[config.mk]
export PLATFORM = sky130hd
export DESIGN_NAME = counter_sweep_ctrl
export DESIGN_NICKNAME = d
export VERILOG_FILES = /design/src/rtl/counter_sweep_ctrl.sv
export SDC_FILE = /design/constraint.sdc
export NUM_CORES = 1
export LEC_CHECK = 0
export CAP_MARGIN = 20
export CORE_MARGIN = 1.5
export CORE_UTILIZATION = 51
export CTS_CLUSTER_DIAMETER = 60
export DETAILED_ROUTE_END_ITERATION = 8
export PLACE_DENSITY = 0.84
export SYNTH_ARGS = -nofsm -noshare
export SYNTH_HDL_FRONTEND = slang
export SYNTH_SLANG_ARGS = --single-unit
[constraint.sdc]
create_clock -name clk -period 2.85 [get_ports clk]
set_clock_uncertainty 0.1 [all_clocks]
set_input_delay 0.4275 -clock clk [delete_from_list [all_inputs] [get_ports clk]]
set_output_delay 0.4275 -clock clk [all_outputs]
set_load 0.02 [all_outputs]
[src/rtl/counter_sweep_ctrl.sv]
// rtl/counter_sweep_ctrl.sv - triangle sweep sequencer driving an external loadable up/down counter
// Define SWEEP_PAUSE_EN to add a pause input that freezes an active sweep.
module counter_sweep_ctrl #(
   parameter int WIDTH = 4,
   parameter int SW_W  = 4
) (
   input  logic             clk,
   input  logic             reset,
   input  logic             start,
   input  logic             abort,
`ifdef SWEEP_PAUSE_EN
   input  logic             pause,
`endif
   input  logic [WIDTH-1:0] lo_val,
   input  logic [WIDTH-1:0] hi_val,
   input  logic [SW_W-1:0]  sweeps,
   input  logic [WIDTH-1:0] count,
   output logic             enable,
   output logic             up_down,
   output logic             load,
   output logic [WIDTH-1:0] load_val,
   output logic             busy,
   output logic             done,
   output logic             err
);

   typedef enum logic [2:0] {IDLE, LOAD, UP, DOWN, DONE} state_t;

   state_t           state, state_n;
   logic [WIDTH-1:0] lo_q, hi_q;
   logic [SW_W-1:0]  rem, rem_n;
   logic             err_q, err_n;
   logic             capture;
   logic             hold;

`ifdef SWEEP_PAUSE_EN
   assign hold = pause;
`else
   assign hold = 1'b0;
`endif

   always_ff @(posedge clk) begin
      if (reset) begin
         state <= IDLE;
         lo_q  <= '0;
         hi_q  <= '0;
         rem   <= '0;
         err_q <= 1'b0;
      end else begin
         state <= state_n;
         rem   <= rem_n;
         err_q <= err_n;
         if (capture) begin
            lo_q <= lo_val;
            hi_q <= hi_val;
         end
      end
   end

   always_comb begin
      state_n = state;
      rem_n   = rem;
      err_n   = 1'b0;
      capture = 1'b0;
      enable  = 1'b0;
      up_down = 1'b0;
      load    = 1'b0;
      done    = 1'b0;
      case (state)
         IDLE: begin
            if (start && !abort) begin
               if ((lo_val < hi_val) && (sweeps != '0)) begin
                  capture = 1'b1;
                  rem_n   = sweeps;
                  state_n = LOAD;
               end else begin
                  err_n = 1'b1;
               end
            end
         end
         LOAD: begin
            load    = 1'b1;
            state_n = UP;
         end
         UP: begin
            if (!hold) begin
               enable = 1'b1;
               // Turn at the top without a dwell cycle: the last up step and the first down step are adjacent.
               if (count == hi_q) begin
                  up_down = 1'b0;
                  state_n = DOWN;
               end else begin
                  up_down = 1'b1;
               end
            end
         end
         DOWN: begin
            if (!hold) begin
               if (count != lo_q) begin
                  enable = 1'b1;
               end else if (rem > SW_W'(1)) begin
                  enable  = 1'b1;
                  up_down = 1'b1;
                  rem_n   = rem - SW_W'(1);
                  state_n = UP;
               end else begin
                  state_n = DONE;
               end
            end
         end
         DONE: begin
            done    = 1'b1;
            state_n = IDLE;
         end
         default: state_n = IDLE;
      endcase
      if (abort && (state != IDLE)) begin
         state_n = IDLE;
         rem_n   = rem;
         enable  = 1'b0;
         up_down = 1'b0;
         load    = 1'b0;
         done    = 1'b0;
      end
      // Reset is synchronous, but outputs are silenced in the reset cycle itself as well.
      if (reset) begin
         enable  = 1'b0;
         up_down = 1'b0;
         load    = 1'b0;
         done    = 1'b0;
      end
   end

   assign busy     = (state != IDLE) && !reset;
   assign err      = err_q && !reset;
   assign load_val = reset ? '0 : lo_q;

endmodule

==> flow_metrics.env <==
export IMPL_cap_violations=0
export IMPL_ff_latch_area_um2=320
export IMPL_finalCriticalPeriod_ns=2.73
export IMPL_finish_utilization=0.727
export IMPL_cp_data_arrival_time_ns=2.20
export IMPL_cts_buffers=3
export IMPL_criticalPathCategory="input pin to output pin"
export IMPL_row_count=16
export IMPL_finalSetupViolations=0
export IMPL_powerDensity_nw_per_um2=368
export IMPL_relSlewSlack=0.652
export IMPL_slowest_delay_ns=0.61
export IMPL_cp_cell_sequence="clkdlybuf4s50_1 -> xnor2_2 -> nand4_2 -> and2b_1 -> a21oi_1 -> clkdlybuf4s50_1"
export IMPL_netlist_area_um2=1080
export IMPL_min_path_type="flop to flop"
export IMPL_fmax_mhz=366
export IMPL_p_comb_frac=0.250
export IMPL_io_pins=30
export IMPL_firstDrtPassIters=4
export IMPL_fill_cells=161
export IMPL_vias=970
export IMPL_root_buffer="clkbuf_4"
export IMPL_antenna_left=0
export IMPL_drt_iter0_drc=25
export IMPL_clock_path_buffers=2
export IMPL_fp_dieH_um=49.1
export IMPL_dpl_cell_area_um2=1390
export IMPL_clk_insertion_delay_late_ns=0.29
export IMPL_synthDistinctLibCells=39
export IMPL_drc_errors=0
export IMPL_worstMarginPinSlew_ns=0.516
export IMPL_swShare=0.284
export IMPL_first_global_vias=951
export IMPL_die_x_um=49.1
export IMPL_post_route_cell_area_um2=1440
export IMPL_fin_crit_sh=0.958
export IMPL_synth_fp_nets=144
export IMPL_htreeDepth=1
export IMPL_p_seq_frac=0.459
export IMPL_cpMostUsedCell="clkdlybuf4s50_1"
export IMPL_synth_edf_count=0
export IMPL_syn_inst=119
export IMPL_dieArea_um2=2410
export IMPL_drt_wirelength_per_cell_um=14.0
export IMPL_cts_setup_buffers=0
export IMPL_vdd_drop_max_mv=0.280
export IMPL_drive_gt1_frac=0.128
export IMPL_rsz0062_at_grt="false"
export IMPL_ys_flop_type="dfxtp_1"
export IMPL_ys_async_sr_fraction=0
export IMPL_ys_seq_elements=16
export IMPL_drt_total_wl_um=2460
export IMPL_cp_num_buf_inv=2
export IMPL_clk_pin_slew_worst_paths_ns=0.10
export IMPL_fin_nets=175
export IMPL_leakagePower_uw=0.000582
export IMPL_switchingPower_uw=150
export IMPL_drv_slew=0
export IMPL_tns_ns=0
export IMPL_grtUsageTotal=0.218
export IMPL_cp_slowest_cell="clkdlybuf4s50_1"
export IMPL_yosys_warnings=0
export IMPL_multi_input_area_um2=701
export IMPL_avgViaCountPerCell=5.51
export IMPL_antenna_found_initial=0
export IMPL_globalplace_congestion=0.829
export IMPL_syn_to_final_growth_pct=33.1
export IMPL_crit_path_start_kind="input pin"
export IMPL_yosysSeqAreaShare=0.296
export IMPL_overflow=0
export IMPL_grt_first_pass_wirelength_um=4130
export IMPL_worstSetupEndpointType="output pin"
export IMPL_hpwl_um=1940
export IMPL_design_core_area_um2=1980
export IMPL_status="finished clean"
export IMPL_cpLargestDelayFamily="buffers and inverters"
export IMPL_cts_sinks=16
export IMPL_clock_power_share=0.292
export IMPL_grt_max_degree=16
export IMPL_start_util=0.546
export IMPL_cts_tree="yes"
export IMPL_internal_power_uw=380
export IMPL_antennaDiodeCount=0
export IMPL_cp_required_ns=2.32
export IMPL_io_buffer_count=29
export IMPL_avgSynthCellArea_um2=9.09
export IMPL_finalHoldViolCount=0
export IMPL_cp_max_fo=4
## placed cells by master, fill, tap and decap left out, drive strengths merged, types with 5 or more instances in the layout
cell and count:
clkdlybuf4s50 28, nor2 18, dfxtp 16, inv 9
mux2i 8, xnor2 6, nor3 6, nor2b 5
ha 5, o41ai 5
## state kept, by name, summed over array words and instances (netlist names)
signal  cells
hi_q        4
lo_q        4
rem         4
state       3
err_q       1
## synth_stat cells, drive strengths merged (2+ instances only)
master	n	share of area
a21oi	4	0.018
and3b	2	0.016
buf	3	0.025
clkbuf	3	0.010
dfxtp	16	0.30
ha	5	0.058
inv	9	0.031
mux2i	8	0.074
nand2	2	0.0069
nand3	2	0.014
nor2	18	0.062
nor2b	5	0.029
nor3	6	0.043
nor3b	2	0.014
nor4	2	0.025
o21ai	4	0.018
o221ai	2	0.016
o41ai	5	0.047
xnor2	6	0.076
xor2	4	0.032
## through the flow
stage / setup slack [ns] / std cells / power [uW] / hold slack [ns]
6_report: 0.120 / 176 / 530 / 0.419
5_1_grt: 0.0339 / 176 / 555 / 0.452
4_1_cts: 0.0719 / 176 / 530 / 0.422
3_5_place_dp: 0.0719 / 172 / 377 / 0.407
3_3_place_gp: 0.0797 / 172 / 373 / 0.383
2_1_floorplan: 0.974 / 119 / 323 / 0.369
## worst paths after layout
kind / start / to / slack, ns / cells past startpoint
max: count[0] / enable / 0.12 / 6
min: rem[3]$_SDFFE_PP0P_ / rem[3]$_SDFFE_PP0P_ / 0.42 / 2
max reg2reg: rem[0]$_SDFFE_PP0P_ / rem[1]$_SDFFE_PP0P_ / 0.91 / 7
min reg2reg: rem[3]$_SDFFE_PP0P_ / rem[3]$_SDFFE_PP0P_ / 0.42 / 2
## tightest hold or removal path: stages (launching register included)
cell and delay (ns):
dfxtp_1 0.35, inv_1 0.06, o41ai_1 0.06
## final cells by class
class	count	share of cell area
Inverter	9	0.0235
Multi-Input combinational cell	88	0.487
Timing Repair Buffer	32	0.219
Tap cell	27	0.0235
Sequential cell	16	0.222
Clock buffer	4	0.0252
## kinds of logic (layout without fill, tap and decap cells)
| family | count (synthesis) | in the layout | synth area share |
|---|---|---|---|
| AOI/OAI and AO/OA | 21 | 21 | 0.146 |
| xor gates and xnor gates | 10 | 10 | 0.109 |
| buffers and inverters | 15 | 45 | 0.0670 |
| DFF | 16 | 16 | 0.296 |
| and+or+nand+nor | 44 | 44 | 0.251 |
| adders and majority gates | 5 | 5 | 0.0578 |
| muxes | 8 | 8 | 0.0740 |
## metal layers
metal / up-vias / global-route usage / part of all wire
met2: 27 / 0.403 / 0.51
met1: 456 / 0.257 / 0.44
met4: 0 / 0.0571 / 0
met3: 0 / 0.0368 / 0.047
li1: 487 / - / -
met5: - / 0 / 0
## power groups by stage
stage          Combinational, uW  Clock, uW  Sequential, uW
6_report                     132        155             243
5_1_grt                      144        166             245
4_1_cts                      130        157             243
3_5_place_dp                 129          0             248
3_3_place_gp                 125          0             248
2_1_floorplan               78.4          0             245
## what timing repair did
action                                  in CTS  in global routing
endpoints found under the setup margin       0                  2
hold buffers                                 0                  0
gates resized for setup                      0                  3
(Power assumes the default switching activity.)
